--- src/rtl/effect_controller_pkg.sv ---
// Shared constants, FSM states and switch select codes for the effect controller.
package effect_controller_pkg;

  localparam int unsigned DEFAULT_D_WIDTH    = 16;
  localparam int unsigned DEFAULT_FIFO_DEPTH = 8;
  localparam int unsigned DEFAULT_TIMEOUT    = 1023;
  localparam int unsigned SW_W               = 2;

  typedef enum logic [2:0] {
    IDLE    = 3'd0,
    PRESENT = 3'd1,
    DONE    = 3'd2,
    WAIT_FX = 3'd3,
    OUTPUT  = 3'd4
  } state_t;

  typedef enum logic [1:0] {
    SEL_MUTE = 2'd0,
    SEL_SW0  = 2'd1,
    SEL_SW1  = 2'd2
  } sel_t;

  // Upper switch wins; both low mutes the output.
  function automatic sel_t sel_decode(input logic [SW_W-1:0] sw);
    if (sw[1]) return SEL_SW1;
    if (sw[0]) return SEL_SW0;
    return SEL_MUTE;
  endfunction

endpackage

--- src/rtl/effect_controller_sample_fifo.sv ---
// Show-ahead input sample FIFO; full/empty derived from an occupancy count.
module effect_controller_sample_fifo #(
  parameter int unsigned d_width    = 16,
  parameter int unsigned FIFO_DEPTH = 8
) (
  input  logic               clk,
  input  logic               reset,
  input  logic               push,
  input  logic [d_width-1:0] wdata,
  input  logic               pop,
  output logic [d_width-1:0] head_c,
  output logic               full_c,
  output logic               empty_c
);

  localparam int unsigned PTR_W = $clog2(FIFO_DEPTH);
  localparam int unsigned CNT_W = PTR_W + 1;

  logic [d_width-1:0] mem [FIFO_DEPTH];
  logic [PTR_W-1:0]   wr_ptr;
  logic [PTR_W-1:0]   rd_ptr;
  logic [CNT_W-1:0]   count;
  logic               do_push;
  logic               do_pop;

  // Fullness is judged at the start of the cycle, so a push while full drops even with a pop.
  assign full_c  = (count == CNT_W'(FIFO_DEPTH));
  assign empty_c = (count == '0);
  assign head_c  = mem[rd_ptr];
  assign do_push = push && !full_c;
  assign do_pop  = pop && !empty_c;

  always_ff @(posedge clk) begin
    if (do_push) mem[wr_ptr] <= wdata;
  end

  always_ff @(posedge clk or negedge reset) begin
    if (!reset) begin
      wr_ptr <= '0;
      rd_ptr <= '0;
      count  <= '0;
    end else begin
      if (do_push) wr_ptr <= wr_ptr + PTR_W'(1);
      if (do_pop)  rd_ptr <= rd_ptr + PTR_W'(1);
      case ({do_push, do_pop})
        2'b10:   count <= count + CNT_W'(1);
        2'b01:   count <= count - CNT_W'(1);
        default: count <= count;
      endcase
    end
  end

endmodule

--- src/rtl/effect_controller.sv ---
// Sample sequencer: buffers ADC samples, runs one at a time through the effect bank,
// selects the result by board switches and hands it to the DAC.
module effect_controller
  import effect_controller_pkg::*;
#(
  parameter int unsigned d_width    = DEFAULT_D_WIDTH,
  parameter int unsigned FIFO_DEPTH = DEFAULT_FIFO_DEPTH,
  parameter int unsigned TIMEOUT    = DEFAULT_TIMEOUT
) (
  input  logic               clk,
  input  logic               reset,
  input  logic [SW_W-1:0]    i_sw,
  input  logic               i_adc_valid,
  input  logic [d_width-1:0] i_adc_data,
  output logic               o_fx_data_ready,
  output logic [d_width-1:0] o_fx_data,
  output logic               o_fx_read_done,
  input  logic               i_fx_read_enable,
  input  logic               i_fx_data_valid,
  input  logic [d_width-1:0] i_fx_data_sw0,
  input  logic [d_width-1:0] i_fx_data_sw1,
  output logic               o_dac_valid,
  output logic [d_width-1:0] o_dac_data,
  input  logic               i_dac_ready,
  output logic               o_overflow,
  output logic               o_fx_timeout
);

  localparam int unsigned TO_W = $clog2(TIMEOUT + 1);

  state_t             state;
  state_t             state_nxt;
  logic [TO_W-1:0]    to_cnt;
  logic [TO_W-1:0]    to_cnt_nxt;
  logic [TO_W-1:0]    to_cnt_inc;
  logic [SW_W-1:0]    sw_meta;
  logic [SW_W-1:0]    sw_sync;
  logic [d_width-1:0] fx_data_nxt;
  logic [d_width-1:0] dac_data_nxt;
  logic               dac_valid_nxt;
  logic               timeout_nxt;
  logic [d_width-1:0] sel_data_c;
  logic               fifo_pop_c;
  logic [d_width-1:0] fifo_head_c;
  logic               fifo_full_c;
  logic               fifo_empty_c;

  effect_controller_sample_fifo #(
    .d_width    (d_width),
    .FIFO_DEPTH (FIFO_DEPTH)
  ) u_fifo (
    .clk     (clk),
    .reset   (reset),
    .push    (i_adc_valid),
    .wdata   (i_adc_data),
    .pop     (fifo_pop_c),
    .head_c  (fifo_head_c),
    .full_c  (fifo_full_c),
    .empty_c (fifo_empty_c)
  );

  // Result mux driven by the synchronized switches.
  always_comb begin
    sel_data_c = '0;
    case (sel_decode(sw_sync))
      SEL_SW0: sel_data_c = i_fx_data_sw0;
      SEL_SW1: sel_data_c = i_fx_data_sw1;
      default: sel_data_c = '0;
    endcase
  end

  // Next-state and next-output logic.
  always_comb begin
    state_nxt     = state;
    to_cnt_nxt    = to_cnt;
    to_cnt_inc    = to_cnt + TO_W'(1);
    fx_data_nxt   = o_fx_data;
    dac_data_nxt  = o_dac_data;
    dac_valid_nxt = o_dac_valid;
    timeout_nxt   = o_fx_timeout;
    fifo_pop_c    = 1'b0;
    case (state)
      IDLE: begin
        if (!fifo_empty_c) begin
          fifo_pop_c  = 1'b1;
          fx_data_nxt = fifo_head_c;
          state_nxt   = PRESENT;
        end
      end
      PRESENT: begin
        if (i_fx_read_enable) state_nxt = DONE;
      end
      DONE: begin
        to_cnt_nxt = '0;
        state_nxt  = WAIT_FX;
      end
      WAIT_FX: begin
        if (i_fx_data_valid) begin
          dac_data_nxt  = sel_data_c;
          dac_valid_nxt = 1'b1;
          state_nxt     = OUTPUT;
        end else if (to_cnt_inc == TO_W'(TIMEOUT)) begin
          // Effect bank never answered: drop this sample and move on.
          timeout_nxt = 1'b1;
          to_cnt_nxt  = '0;
          state_nxt   = IDLE;
        end else begin
          to_cnt_nxt = to_cnt_inc;
        end
      end
      OUTPUT: begin
        if (o_dac_valid && i_dac_ready) begin
          dac_valid_nxt = 1'b0;
          state_nxt     = IDLE;
        end
      end
      default: state_nxt = IDLE;
    endcase
  end

  // State, synchronizer and registered outputs.
  always_ff @(posedge clk or negedge reset) begin
    if (!reset) begin
      state           <= IDLE;
      to_cnt          <= '0;
      sw_meta         <= '0;
      sw_sync         <= '0;
      o_fx_data_ready <= 1'b0;
      o_fx_data       <= '0;
      o_fx_read_done  <= 1'b0;
      o_dac_valid     <= 1'b0;
      o_dac_data      <= '0;
      o_overflow      <= 1'b0;
      o_fx_timeout    <= 1'b0;
    end else begin
      state           <= state_nxt;
      to_cnt          <= to_cnt_nxt;
      sw_meta         <= i_sw;
      sw_sync         <= sw_meta;
      o_fx_data_ready <= (state_nxt == PRESENT);
      o_fx_data       <= fx_data_nxt;
      o_fx_read_done  <= (state_nxt == DONE);
      o_dac_valid     <= dac_valid_nxt;
      o_dac_data      <= dac_data_nxt;
      o_overflow      <= o_overflow | (i_adc_valid & fifo_full_c);
      o_fx_timeout    <= timeout_nxt;
    end
  end

endmodule

--- config.mk ---
export PLATFORM = sky130hd
export DESIGN_NAME = effect_controller
export DESIGN_NICKNAME = d
export VERILOG_FILES = /design/src/rtl/effect_controller_pkg.sv /design/src/rtl/effect_controller_sample_fifo.sv /design/src/rtl/effect_controller.sv
export SDC_FILE = /design/constraint.sdc
export NUM_CORES = 1
export LEC_CHECK = 0
export CORE_UTILIZATION = 55
export CTS_CLUSTER_SIZE = 28
export DETAILED_ROUTE_END_ITERATION = 10
export PLACE_DENSITY_LB_ADDON = 0.25
export SYNTH_ARGS = -nofsm -noshare
export SYNTH_HDL_FRONTEND = slang
export SYNTH_SLANG_ARGS = --single-unit
--- constraint.sdc ---
create_clock -name clk -period 3.4 [get_ports clk]
set_input_delay 0.51 -clock clk [delete_from_list [all_inputs] [get_ports clk]]
set_output_delay 0.51 -clock clk [all_outputs]
set_load 0.05 [all_outputs]
# Word-level counts from Yosys, hierarchy flattened
# Memory sizes are Yosys's and may differ from the RTL's. A register that Yosys moved wholly into a read port is not among the register bits.
# Index checks and enable logic that the tools add are counted.
# op_classes
add_sub_neg,5
mux,25
n_bitwise,4
n_eq_ne,15
n_reduce_logical,16
# ops
op,count
one-hot mux 16 bit (2 select lines),1
two-way mux 10 bit,2
one-hot mux 10 bit (2 select lines),1
two-way mux 3 bit,5
one-hot mux 3 bit (5 select lines),1
"adder 10 x 1 -> 10 bit, second input constant",1
"equality test 10 bit, second input constant",1
"equality test 3 x 2 -> 1 bit, second input constant",3
two-way mux 1 bit,9
two-way mux 2 bit,4
one-hot mux 4 bit (2 select lines),1
"adder 3 x 1 -> 3 bit, second input constant",2
"equality test 3 x 1 -> 1 bit, second input constant",2
"!= test 2 bit, second input constant",3
AND reduction 2 bit,3
AND reduction 3 bit,2
nonzero test 2 bit,3
"adder 4 x 1 -> 4 bit, second input constant",1
"equality test 2 x 1 -> 1 bit, second input constant",2
"equality test 2 bit, second input constant",2
"equality test 4 bit, second input constant",1
logical NOT 4 bit,1
"subtractor 4 x 1 -> 4 bit, second input constant",1
"equality test 3 bit, second input constant",1
other kinds (7),12
# totals
ram_bits,128
output_inout_bits,37
mem_count,1
reg_bits,48
word_cells,79
input_bits,56
# mem_list
name,words,width,rd,rd_ports_with_merged_regs,wr,line,rtl
u_fifo.mem,8,16,1,1,1,effect_controller_sample_fifo.sv:19,logic [d_width-1:0] mem [FIFO_DEPTH];

# Longest topological paths before layout
# Gate-level depths: netlist (run 1).
# logic_depth
depth_word,6
ltp_mapped,11
depth_no_buf,11

# Cells and area by module
# Synthesis (run 1) repeated with hierarchy kept, for this count alone.
# hier_totals
hier_cells,469
hier_area_um2,7977.7
# by_module_without_submodules
module,instances,area_each_um2,seq_area_each_um2,cells_each
effect_controller_sample_fifo,1,5557.8,4093.9,253
effect_controller,1,2419.8,1351.3,216

# Worst setup path before layout (run 1)
# Ideal clock, no wire load.
# synth_path
path_type,reg-to-reg
startpoint,reg state[1]
endpoint,reg u_fifo.count[3]
path_stages_with_launch,12
synth_period_minus_slack_ns,2.424
required_ns,3.275
n_path_buf,2
setup_time_ns,0.125
slack_ns,0.976
arrival_ns,2.299
path_cell_list,dfrtp_1 > clkbuf_1 > or4_1 > clkbuf_1 > inv_2 > ha_1 > ha_1 > a21o_1 > a21oi_1 > xnor2_1 > nor2_1 > xor2_1
# synth_between
elab_chain_cells,5
word_cells_on_any_way,7
cone_classes,eq/ne: 2; mux: 2; reduce/logical: 3
# synth_lines
element,line,rtl
start: declaration,effect_controller.sv:31,state_t state;
start signal: assignment,effect_controller.sv:136,state <= state_nxt;
logical NOT 3 bit (*),effect_controller.sv:82,case (state)
two-way mux 1 bit (*),effect_controller.sv:82,
named net fifo_pop_c,effect_controller.sv:43,logic fifo_pop_c;
logical AND 1 bit (*),effect_controller_sample_fifo.sv:31,assign do_pop = pop && !empty_c;
equality test 2 x 1 -> 1 bit / equality test 2 bit (equally long branches),effect_controller_sample_fifo.sv:45,"case ({do_push, do_pop})"
one-hot mux 4 bit (2 select lines) / nonzero test 2 bit (equally long branches),-,
end signal: assignment,effect_controller_sample_fifo.sv:46,2'b10: count <= count + CNT_W'(1);
end signal: assignment,effect_controller_sample_fifo.sv:47,2'b01: count <= count - CNT_W'(1);
end signal: assignment,effect_controller_sample_fifo.sv:48,default: count <= count;
end: declaration,effect_controller_sample_fifo.sv:22,logic [CNT_W-1:0] count;
# The timed path passes the listed nets; every way through them passes the cells marked *.
# A chain may end at the register's enable or synchronous reset.

# Final worst setup path (run 1)
# layout_path
startpoint,reg state[0]
endpoint,reg u_fifo.count[3]
# Same word-level chain as after synthesis.

==> results.sh, run 1 <==
export IMPL_r2r_cells=9
export IMPL_layout_drive_gt1_share=0.1526
export IMPL_critPathSlowestCell="or4_1"
export IMPL_finalCritPeriodShare=0.7197
export IMPL_max_stage_delay_ns=0.57
export IMPL_ant_nets=0
export IMPL_hp_class="in2async"
export IMPL_grt_pass1_wl_mm=23.94
export IMPL_cp_cell_sequence="or4_1 -> inv_2 -> ha_1 -> ha_1 -> a21o_1 -> a21oi_1 -> xnor2_1 -> nor2_1 -> xor2_1"
export IMPL_viasPerCell=5.787
export IMPL_root_buffer="clkbuf_16"
export IMPL_worstSetupStartpoint="state[0]"
export IMPL_finClkSkew_ns=0.008926
export IMPL_synthToLayoutAreaGrowth_pct=23.16
export IMPL_finalSetupTns_ns=0
export IMPL_vias=4508
export IMPL_synth_distinct_cells=47
export IMPL_ys_top_cells_by_count="128 x edfxtp_1, 69 x nand2_1, 64 x dfrtp_1"
export IMPL_ff2ff_setup_slack_ns=0.95
export IMPL_netlist_area_um2=7709
export IMPL_synth_seq_area_share=0.7064
export IMPL_firstDrtPassIters=5
export IMPL_antennaDiodeCount=0
export IMPL_yosys_area_top_type="edfxtp_1"
export IMPL_synth_warnings=0
export IMPL_final_max_slew_viol_count=0
export IMPL_clk_latency_ns=0.44
export IMPL_p_leak_uw=0.003510
export IMPL_post_cts_buffers=0
export IMPL_place_gp_congestion=0.8060
export IMPL_rsz0062_at_grt="no"
export IMPL_fillers=888
export IMPL_rows=42
export IMPL_worst_slack_ns=0.9531
export IMPL_tritoncts="built"
export IMPL_status="completed"
export IMPL_regArea_um2=5448
export IMPL_reg2reg_to="u_fifo.count[3]"
export IMPL_fmax_mhz=408.7
export IMPL_die_w_um=120.4
export IMPL_ir_drop_mv=0.5181
export IMPL_finalHoldViolCount=0
export IMPL_drtIter0Drc=373
export IMPL_die_area_um2=14490
export IMPL_slew_headroom=0.2369
export IMPL_overflow=0
export IMPL_io_buffers=92
export IMPL_cts_resized_gates=0
export IMPL_cts_sinks=192
export IMPL_synth_cells=488
export IMPL_ys_flop_type="edfxtp_1"
export IMPL_wl_mm=15.29
export IMPL_crit_type="reg2reg"
export IMPL_worstSetupStartpointType="flip-flop"
export IMPL_syn_nets=552
export IMPL_dp_hpwl_mm=9.572
export IMPL_fin_crit_ns=2.447
export IMPL_grt_usage=0.2272
export IMPL_worstPathRequired_ns=3.72
export IMPL_cap_violations=0
export IMPL_layout_nets=654
export IMPL_yosysTopAreaCellShare=0.4986
export IMPL_synth_enable_flop_cells=128
export IMPL_numCtsBuffers=17
export IMPL_crit_top_cell="ha_1"
export IMPL_coreArea_um2=13450
export IMPL_async_flop_share=0.3333
export IMPL_cp_endpoint="u_fifo.count[3]"
export IMPL_drc=0
export IMPL_yosysMostFrequentCell="edfxtp_1"
export IMPL_syn_avg_cell_area_um2=15.80
export IMPL_cts_buffer_depth=2
export IMPL_crit_path_end_kind="flip-flop"
export IMPL_start_util=0.5730
export IMPL_setup_violations=0
export IMPL_r2r_start="state[0]"
export IMPL_post_drt_wl_per_cell_um=19.63
export IMPL_multi_input_area_um2=2157
export IMPL_power_density_nw_per_um2=878.9
export IMPL_antenna_found_initial=0
export IMPL_place_worst_setup_slack_ns=0.7524
export IMPL_crit_fanout=12
export IMPL_io_pins=93
export IMPL_grt_max_degree=35
export IMPL_cts_max_level=4
export IMPL_tightest_slew_ns=1.145
export IMPL_synth_seq_cells=192
export IMPL_grt_pass1_vias=4527
export IMPL_dieHeight_um=120.4
export IMPL_arrival_ns=2.77
export IMPL_cts_clk_slew_worst_paths_ns=0.07
export IMPL_synth_area_top_cells="edfxtp_1 50%, dfrtp_1 21%, mux4_2 9.3%, nand2_1 3.4%, mux2i_1 2.2%"
export IMPL_hold_buffers=0
==> layout by cell type, fill, tap and decap left out, drive strengths merged, types with 2 or more instances in the layout <==
cell type / Yosys / layout
bufinv: 0 / 2
clkdlybuf4s50: 0 / 91
dfrtp: 64 / 64
o211ai: 2 / 2
nand4b: 2 / 2
inv: 6 / 14
nor3: 4 / 4
nand4: 2 / 2
mux2i: 17 / 17
nand2b: 3 / 3
a22oi: 15 / 15
clkinvlp: 0 / 3
nor2b: 4 / 4
or4: 3 / 3
nand2: 69 / 69
buf: 5 / 16
xor2: 4 / 4
a32o: 3 / 3
and4: 3 / 3
a21oi: 3 / 3
nand3: 6 / 6
ha: 7 / 7
clkinv: 0 / 2
nor2: 18 / 18
o21ai: 40 / 40
mux4: 32 / 32
clkbuf: 19 / 17
xnor2: 8 / 8
a21o: 2 / 2
and2: 3 / 3
edfxtp: 128 / 128
o221ai: 3 / 3
==> where the power goes <==
part	internal, uW	switching, uW
clock	1120	949
combinational	1180	1610
sequential	3020	457
==> state kept, by name (all words and copies together) (netlist names) <==
signal and cells:
u_fifo.mem 128, o_dac_data 16, o_fx_data 16, to_cnt 10, u_fifo.count 4, state 3
u_fifo.rd_ptr 3, u_fifo.wr_ptr 3, sw_meta 2, sw_sync 2, o_dac_valid 1, o_fx_data_ready 1
o_fx_read_done 1, o_fx_timeout 1, o_overflow 1
==> routing by layer <==
layer,GRT usage,up-vias,part of all wire
li1,-,2060,-
met1,0.2884,2247,0.42
met2,0.3750,183,0.50
met3,0.07028,18,0.066
met4,0.07330,0,0.013
met5,0,-,0
==> kinds of logic (layout without fill, tap and decap cells) <==
kind of cell | after synthesis | count (layout) | share of synthesized area
and+or+nand+nor | 124 | 124 | 0.07450
buffers and inverters | 30 | 145 | 0.01509
DFF | 192 | 192 | 0.7064
adders and majority gates | 8 | 8 | 0.01396
xor gates and xnor gates | 12 | 12 | 0.01363
AOI/OAI and AO/OA | 72 | 72 | 0.05941
muxes | 50 | 50 | 0.1170
==> worst max-delay path, delay by kind of cell (launching register included) <==
family / cells / cell delay, ns
and+or+nand+nor: 2 / 0.63
DFF: 1 / 0.50
adders and majority gates: 2 / 0.48
AOI/OAI and AO/OA: 2 / 0.36
xor gates and xnor gates: 2 / 0.27
buffers and inverters: 1 / 0.10
==> final cells by class <==
cell class,count,area share
flip-flops and latches,192,0.5738
repair buffers,107,0.1083
clock inverters,15,0.02030
multi-input cells,266,0.2272
well taps,176,0.02319
inverters,6,0.002372
clock buffers,17,0.04481
==> worst min path at each step <==
stage,to,depth (start not counted)
after floorplan,o_dac_data[0],0
after global placement,sw_sync[0],0
after detailed placement,sw_sync[0],0
after CTS,to_cnt[6],1
after global routing,to_cnt[6],1
final,to_cnt[6],1
==> metrics by stage <==
stage / hold WS, ns / utilization / std cells / power, uW / instance area [um^2]
after detailed placement: 0.3464 / 0.6598 / 747 / 6324 / 8876
after global routing: 0.1737 / 0.7057 / 779 / 8746 / 9494
after floorplan: 0.2144 / - / 488 / 5374 / 7709
after CTS: 0.1393 / 0.7057 / 779 / 8411 / 9494
final: 0.1242 / 0.7057 / 779 / 8345 / 9494
after global placement: 0.3360 / 0.6598 / 747 / 6228 / 8876
(Power assumes the default switching activity.)
==> run 2, diff against run 1 <==
==> constraint.sdc (replaced) <==
create_clock -name clk -period 2.53 [get_ports clk]
set_input_delay 0.3795 -clock clk [delete_from_list [all_inputs] [get_ports clk]]
set_output_delay 0.3795 -clock clk [all_outputs]
set_load 0.05 [all_outputs]
==> results.sh, run 2 (same netlist as run 1, synthesis figures left out) <==
export IMPL_worstPathRequired_ns=2.84
export IMPL_timing_hold_ws_ns=0.3557
export IMPL_ff2ff_setup_slack_ns=0.14
export IMPL_final_area_um2=9570
export IMPL_fillers=870
export IMPL_multi_input_area_um2=2171
export IMPL_grt_max_degree=35
export IMPL_clk_latency_ns=0.43
export IMPL_start_util=0.5730
export IMPL_cts_clk_slew_worst_paths_ns=0.07
export IMPL_rows=42
export IMPL_grt_usage=0.2261
export IMPL_worstSetupStartpointType="flip-flop"
export IMPL_die_area_um2=14490
export IMPL_fmax_mhz=419.0
export IMPL_layout_drive_gt1_share=0.1642
export IMPL_cts_sinks=192
export IMPL_hp_class="reg2reg"
export IMPL_finalHoldViolCount=0
export IMPL_arrival_ns=2.70
export IMPL_ant_nets=0
export IMPL_antenna_found_initial=0
export IMPL_regArea_um2=5448
export IMPL_place_gp_congestion=0.7894
export IMPL_crit_path_end_kind="flip-flop"
export IMPL_overflow=0
export IMPL_largest_register_ffs=128
export IMPL_cts_buffer_depth=2
export IMPL_r2r_cells=10
export IMPL_fin_crit_ns=2.387
export IMPL_io_pins=93
export IMPL_crit_fanout=5
export IMPL_cap_violations=0
export IMPL_grt_pass1_wl_mm=23.79
export IMPL_setup_violations=0
export IMPL_antennaDiodeCount=0
export IMPL_finalSetupTns_ns=0
export IMPL_rsz0062_at_grt="no"
export IMPL_vias=4556
export IMPL_critPathBufInv=1
export IMPL_dp_hpwl_mm=9.342
export IMPL_coreArea_um2=13450
export IMPL_tightest_slew_ns=1.088
export IMPL_dieHeight_um=120.4
export IMPL_top_regs="u_fifo.mem: 128 flops, o_dac_data: 16 flops, o_fx_data: 16 flops"
export IMPL_top_register="u_fifo.mem"
export IMPL_holdPathEnd="sw_sync[0]"
export IMPL_worstHoldStart="sw_meta[0]"
export IMPL_post_cts_buffers=0
export IMPL_viasPerCell=5.804
export IMPL_power_density_nw_per_um2=1177
export IMPL_layoutNonFillerInstCount=785
export IMPL_io_buffers=92
export IMPL_drtIter0Drc=377
export IMPL_synthToLayoutAreaGrowth_pct=24.15
export IMPL_finalPower_uw=11270
export IMPL_postPlaceCellArea_um2=8937
export IMPL_r2r_start="u_fifo.count[2]"
export IMPL_status="completed"
export IMPL_tritoncts="built"
export IMPL_p_leak_uw=0.003547
export IMPL_ir_drop_mv=0.8369
export IMPL_critPathSlowestCell="or4_1"
export IMPL_finalCritPeriodShare=0.9434
export IMPL_grt_pass1_vias=4537
export IMPL_final_cell_mix="128 x edfxtp_1, 91 x clkdlybuf4s50_1, 69 x nand2_1"
export IMPL_dpl_cell_count=752
export IMPL_cp_cell_sequence="nor4_2 -> or4_1 -> inv_2 -> ha_2 -> ha_1 -> a21o_1 -> a21oi_1 -> xnor2_1 -> nor2_1 -> xor2_1"
export IMPL_root_buffer="clkbuf_16"
export IMPL_drc=0
export IMPL_post_drt_wl_per_cell_um=19.52
export IMPL_layout_nets=660
export IMPL_slew_headroom=0.2732
export IMPL_numCtsBuffers=17
export IMPL_cp_top_family="simple AND/OR/NAND/NOR gates"
export IMPL_die_w_um=120.4
export IMPL_whs_path_depth=0
export IMPL_max_stage_delay_ns=0.45
export IMPL_cts_max_level=4
export IMPL_final_max_slew_viol_count=0
export IMPL_wl_mm=15.33
export IMPL_reg2reg_to="u_fifo.count[3]"
export IMPL_crit_type="reg2reg"
export IMPL_firstDrtPassIters=5
export IMPL_final_common_cell="edfxtp_1"
export IMPL_finClkSkew_ns=0.01448
run 2: stage by stage:
stage	setup WS [ns]	utilization
3_5_place_dp	0.02340	0.6643
6_report	0.1432	0.7114
3_3_place_gp	0.1548	0.6643
4_1_cts	0.06029	0.7103
5_1_grt	0.02392	0.7114
2_1_floorplan	0.1062	-
run 2: final cells by class:
cell class | instances | area share
Sequential cell | 192 | 0.5692
Multi-Input combinational cell | 266 | 0.2268
Timing Repair Buffer | 113 | 0.1150
Clock buffer | 18 | 0.04589
Tap cell | 176 | 0.02301
Clock inverter | 14 | 0.01765
Inverter | 6 | 0.002353
run 2: what timing repair did:
item	4_1_cts	5_1_grt
setup endpoints to repair	0	1
gates resized for setup	0	4
hold buffers	1	0
endpoints found under the hold margin	18	0
run 2: where the power goes:
group	leakage, uW	switching [uW]	internal, uW
sequential	0.00196	376	4060
clock	0.000295	1210	1520
combinational	0.00129	2440	1650
run 2: how the worst max path moves through the flow:
stage                     from              end  slack (ns)  depth (start not counted)
5_1_grt        u_fifo.count[0]  u_fifo.count[3]        0.02                         11
6_report       u_fifo.count[2]  u_fifo.count[3]        0.14                         10
2_1_floorplan         state[1]  u_fifo.count[3]        0.11                         11
3_5_place_dp       i_adc_valid  u_fifo.count[3]        0.02                         10
3_3_place_gp       i_adc_valid  u_fifo.count[3]        0.15                         10
4_1_cts        u_fifo.count[0]  u_fifo.count[3]        0.06                         10
run 2: metal layers:
layer  track usage  routed length (um)
met5             0                   0
met4       0.07716                 213
met3       0.05660                 950
met2        0.3775                7774
met1        0.2910                6386
==> run 3, diff against run 2 <==
--- a/config.mk
+++ b/config.mk
@@ -5,7 +5,8 @@
 export SDC_FILE = /design/constraint.sdc
 export NUM_CORES = 1
 export LEC_CHECK = 0
-export CORE_UTILIZATION = 55
+export CORE_UTILIZATION = 58
+export CTS_BUF_LIST = sky130_fd_sc_hd__clkbuf_4 sky130_fd_sc_hd__clkbuf_8
 export CTS_CLUSTER_SIZE = 28
 export DETAILED_ROUTE_END_ITERATION = 10
 export PLACE_DENSITY_LB_ADDON = 0.25
==> results.sh, run 3 (same netlist as run 1, synthesis figures left out) <==
export IMPL_finalCritPeriodShare=0.9378
export IMPL_dp_hpwl_mm=9.397
export IMPL_tritoncts="built"
export IMPL_final_common_cell="edfxtp_1"
export IMPL_rows=41
export IMPL_crit_type="reg2reg"
export IMPL_start_util=0.6035
export IMPL_whs_path_depth=0
export IMPL_ant_nets=0
export IMPL_io_buffers=92
export IMPL_wl_mm=14.37
export IMPL_largest_register_ffs=128
export IMPL_cts_max_level=4
export IMPL_worstSetupStartpointType="flip-flop"
export IMPL_crit_fanout=8
export IMPL_fin_crit_ns=2.373
export IMPL_cts_clk_slew_worst_paths_ns=0.09
export IMPL_layout_nets=661
export IMPL_dpl_cell_count=749
export IMPL_p_leak_uw=0.003444
export IMPL_arrival_ns=2.71
export IMPL_timing_hold_ws_ns=0.3543
export IMPL_layoutNonFillerInstCount=782
export IMPL_firstDrtPassIters=4
export IMPL_top_register="u_fifo.mem"
export IMPL_coreArea_um2=12770
export IMPL_finClkSkew_ns=0.009536
export IMPL_cts_sinks=192
export IMPL_power_density_nw_per_um2=1106
export IMPL_grt_pass1_wl_mm=22.36
export IMPL_overflow=0
export IMPL_status="completed"
export IMPL_ir_drop_mv=0.7066
export IMPL_dieHeight_um=117.3
export IMPL_slew_headroom=0.3563
export IMPL_cts_buffer_depth=2
export IMPL_top_regs="u_fifo.mem: 128 flops, o_dac_data: 16 flops, o_fx_data: 16 flops"
export IMPL_die_area_um2=13760
export IMPL_numCtsBuffers=17
export IMPL_r2r_cells=9
export IMPL_finalHoldViolCount=0
export IMPL_finalSetupTns_ns=0
export IMPL_die_w_um=117.3
export IMPL_place_gp_congestion=0.7560
export IMPL_crit_path_end_kind="flip-flop"
export IMPL_fmax_mhz=421.5
export IMPL_grt_pass1_vias=4344
export IMPL_setup_violations=0
export IMPL_grt_usage=0.2283
export IMPL_worstPathRequired_ns=2.87
export IMPL_root_buffer="clkbuf_8"
export IMPL_vias=4421
export IMPL_post_drt_wl_per_cell_um=18.37
export IMPL_hp_class="reg2reg"
export IMPL_tightest_slew_ns=0.9635
export IMPL_antennaDiodeCount=0
export IMPL_rsz0062_at_grt="no"
export IMPL_drtIter0Drc=229
export IMPL_synthToLayoutAreaGrowth_pct=20.84
export IMPL_cap_violations=0
export IMPL_drc=0
export IMPL_layout_drive_gt1_share=0.1590
export IMPL_viasPerCell=5.653
export IMPL_final_cell_mix="128 x edfxtp_1, 91 x clkdlybuf4s50_1, 69 x nand2_1"
export IMPL_io_pins=93
export IMPL_clk_latency_ns=0.45
export IMPL_final_max_slew_viol_count=0
export IMPL_grt_max_degree=37
export IMPL_antenna_found_initial=0
run 3: cell types whose count changed in the layout (fill, tap and decap cells not counted), moves of 2 or more:
cell	delta
clkbuf_16	-17
inv_8	-3
buf_4	+2
clkinv_2	+2
clkbuf_8	+18
run 3: per-layer routing:
| metal | share of wire | up-vias | global-route usage |
|---|---|---|---|
| li1 | - | 2067 | - |
| met1 | 0.41 | 2187 | 0.2958 |
| met2 | 0.50 | 149 | 0.3835 |
| met3 | 0.063 | 18 | 0.04789 |
| met4 | 0.020 | 0 | 0.08692 |
| met5 | 0 | - | 0 |
run 3: worst max-delay path, cell delays in order (launching register included):
cell,delay (ns)
dfrtp_2,0.45
or4_1,0.57
inv_2,0.10
ha_1,0.20
ha_1,0.25
a21o_1,0.17
a21oi_1,0.18
xnor2_1,0.14
nor2_1,0.06
xor2_1,0.14
run 3: where the power goes:
part	leakage [uW]	total (uW)	switching [uW]	internal [uW]
Sequential	0.00196	4410	356	4060
Combinational	0.00129	4040	2400	1630
Clock	0.000192	1860	1010	846
run 3: metrics by stage:
| step | util | total power [uW] | setup slack (ns) | area [um^2] |
|---|---|---|---|---|
| 2_1_floorplan | - | 7223 | 0.1062 | 7709 |
| 3_3_place_gp | 0.6989 | 8418 | 0.1807 | 8927 |
| 3_5_place_dp | 0.6989 | 8568 | 0.1217 | 8927 |
| 4_1_cts | 0.7292 | 10400 | 0.1322 | 9314 |
| 5_1_grt | 0.7293 | 10880 | 0.01302 | 9315 |
| 6_report | 0.7293 | 10310 | 0.1574 | 9315 |
run 3: final cells by class:
type	count	area (um^2)
clock buffers	20	269.0
clock inverters	12	107.6
fillers	769	3458
inverters	6	22.52
multi-input cells	266	2157
flip-flops and latches	192	5448
well taps	172	215.2
repair buffers	114	1096
run 3: repair_timing:
item / 4_1_cts / 5_1_grt
resized for setup: 0 / 1
endpoints found under the hold margin: 28 / 0
hold buffers: 1 / 0
buffers inserted: 0 / 0
endpoints found under the setup margin: 0 / 1
run 3: worst paths after layout:
check	end	slack [ns]	start
hold / removal	sw_sync[0]	0.35	sw_meta[0]
hold reg to reg	sw_sync[0]	0.35	sw_meta[0]
setup / recovery	u_fifo.count[3]	0.16	state[2]
min in group asynchronous	u_fifo.count[0]	0.53	reset
max in group asynchronous	o_fx_data[1]	1.35	reset
setup reg to reg	u_fifo.count[3]	0.16	state[2]
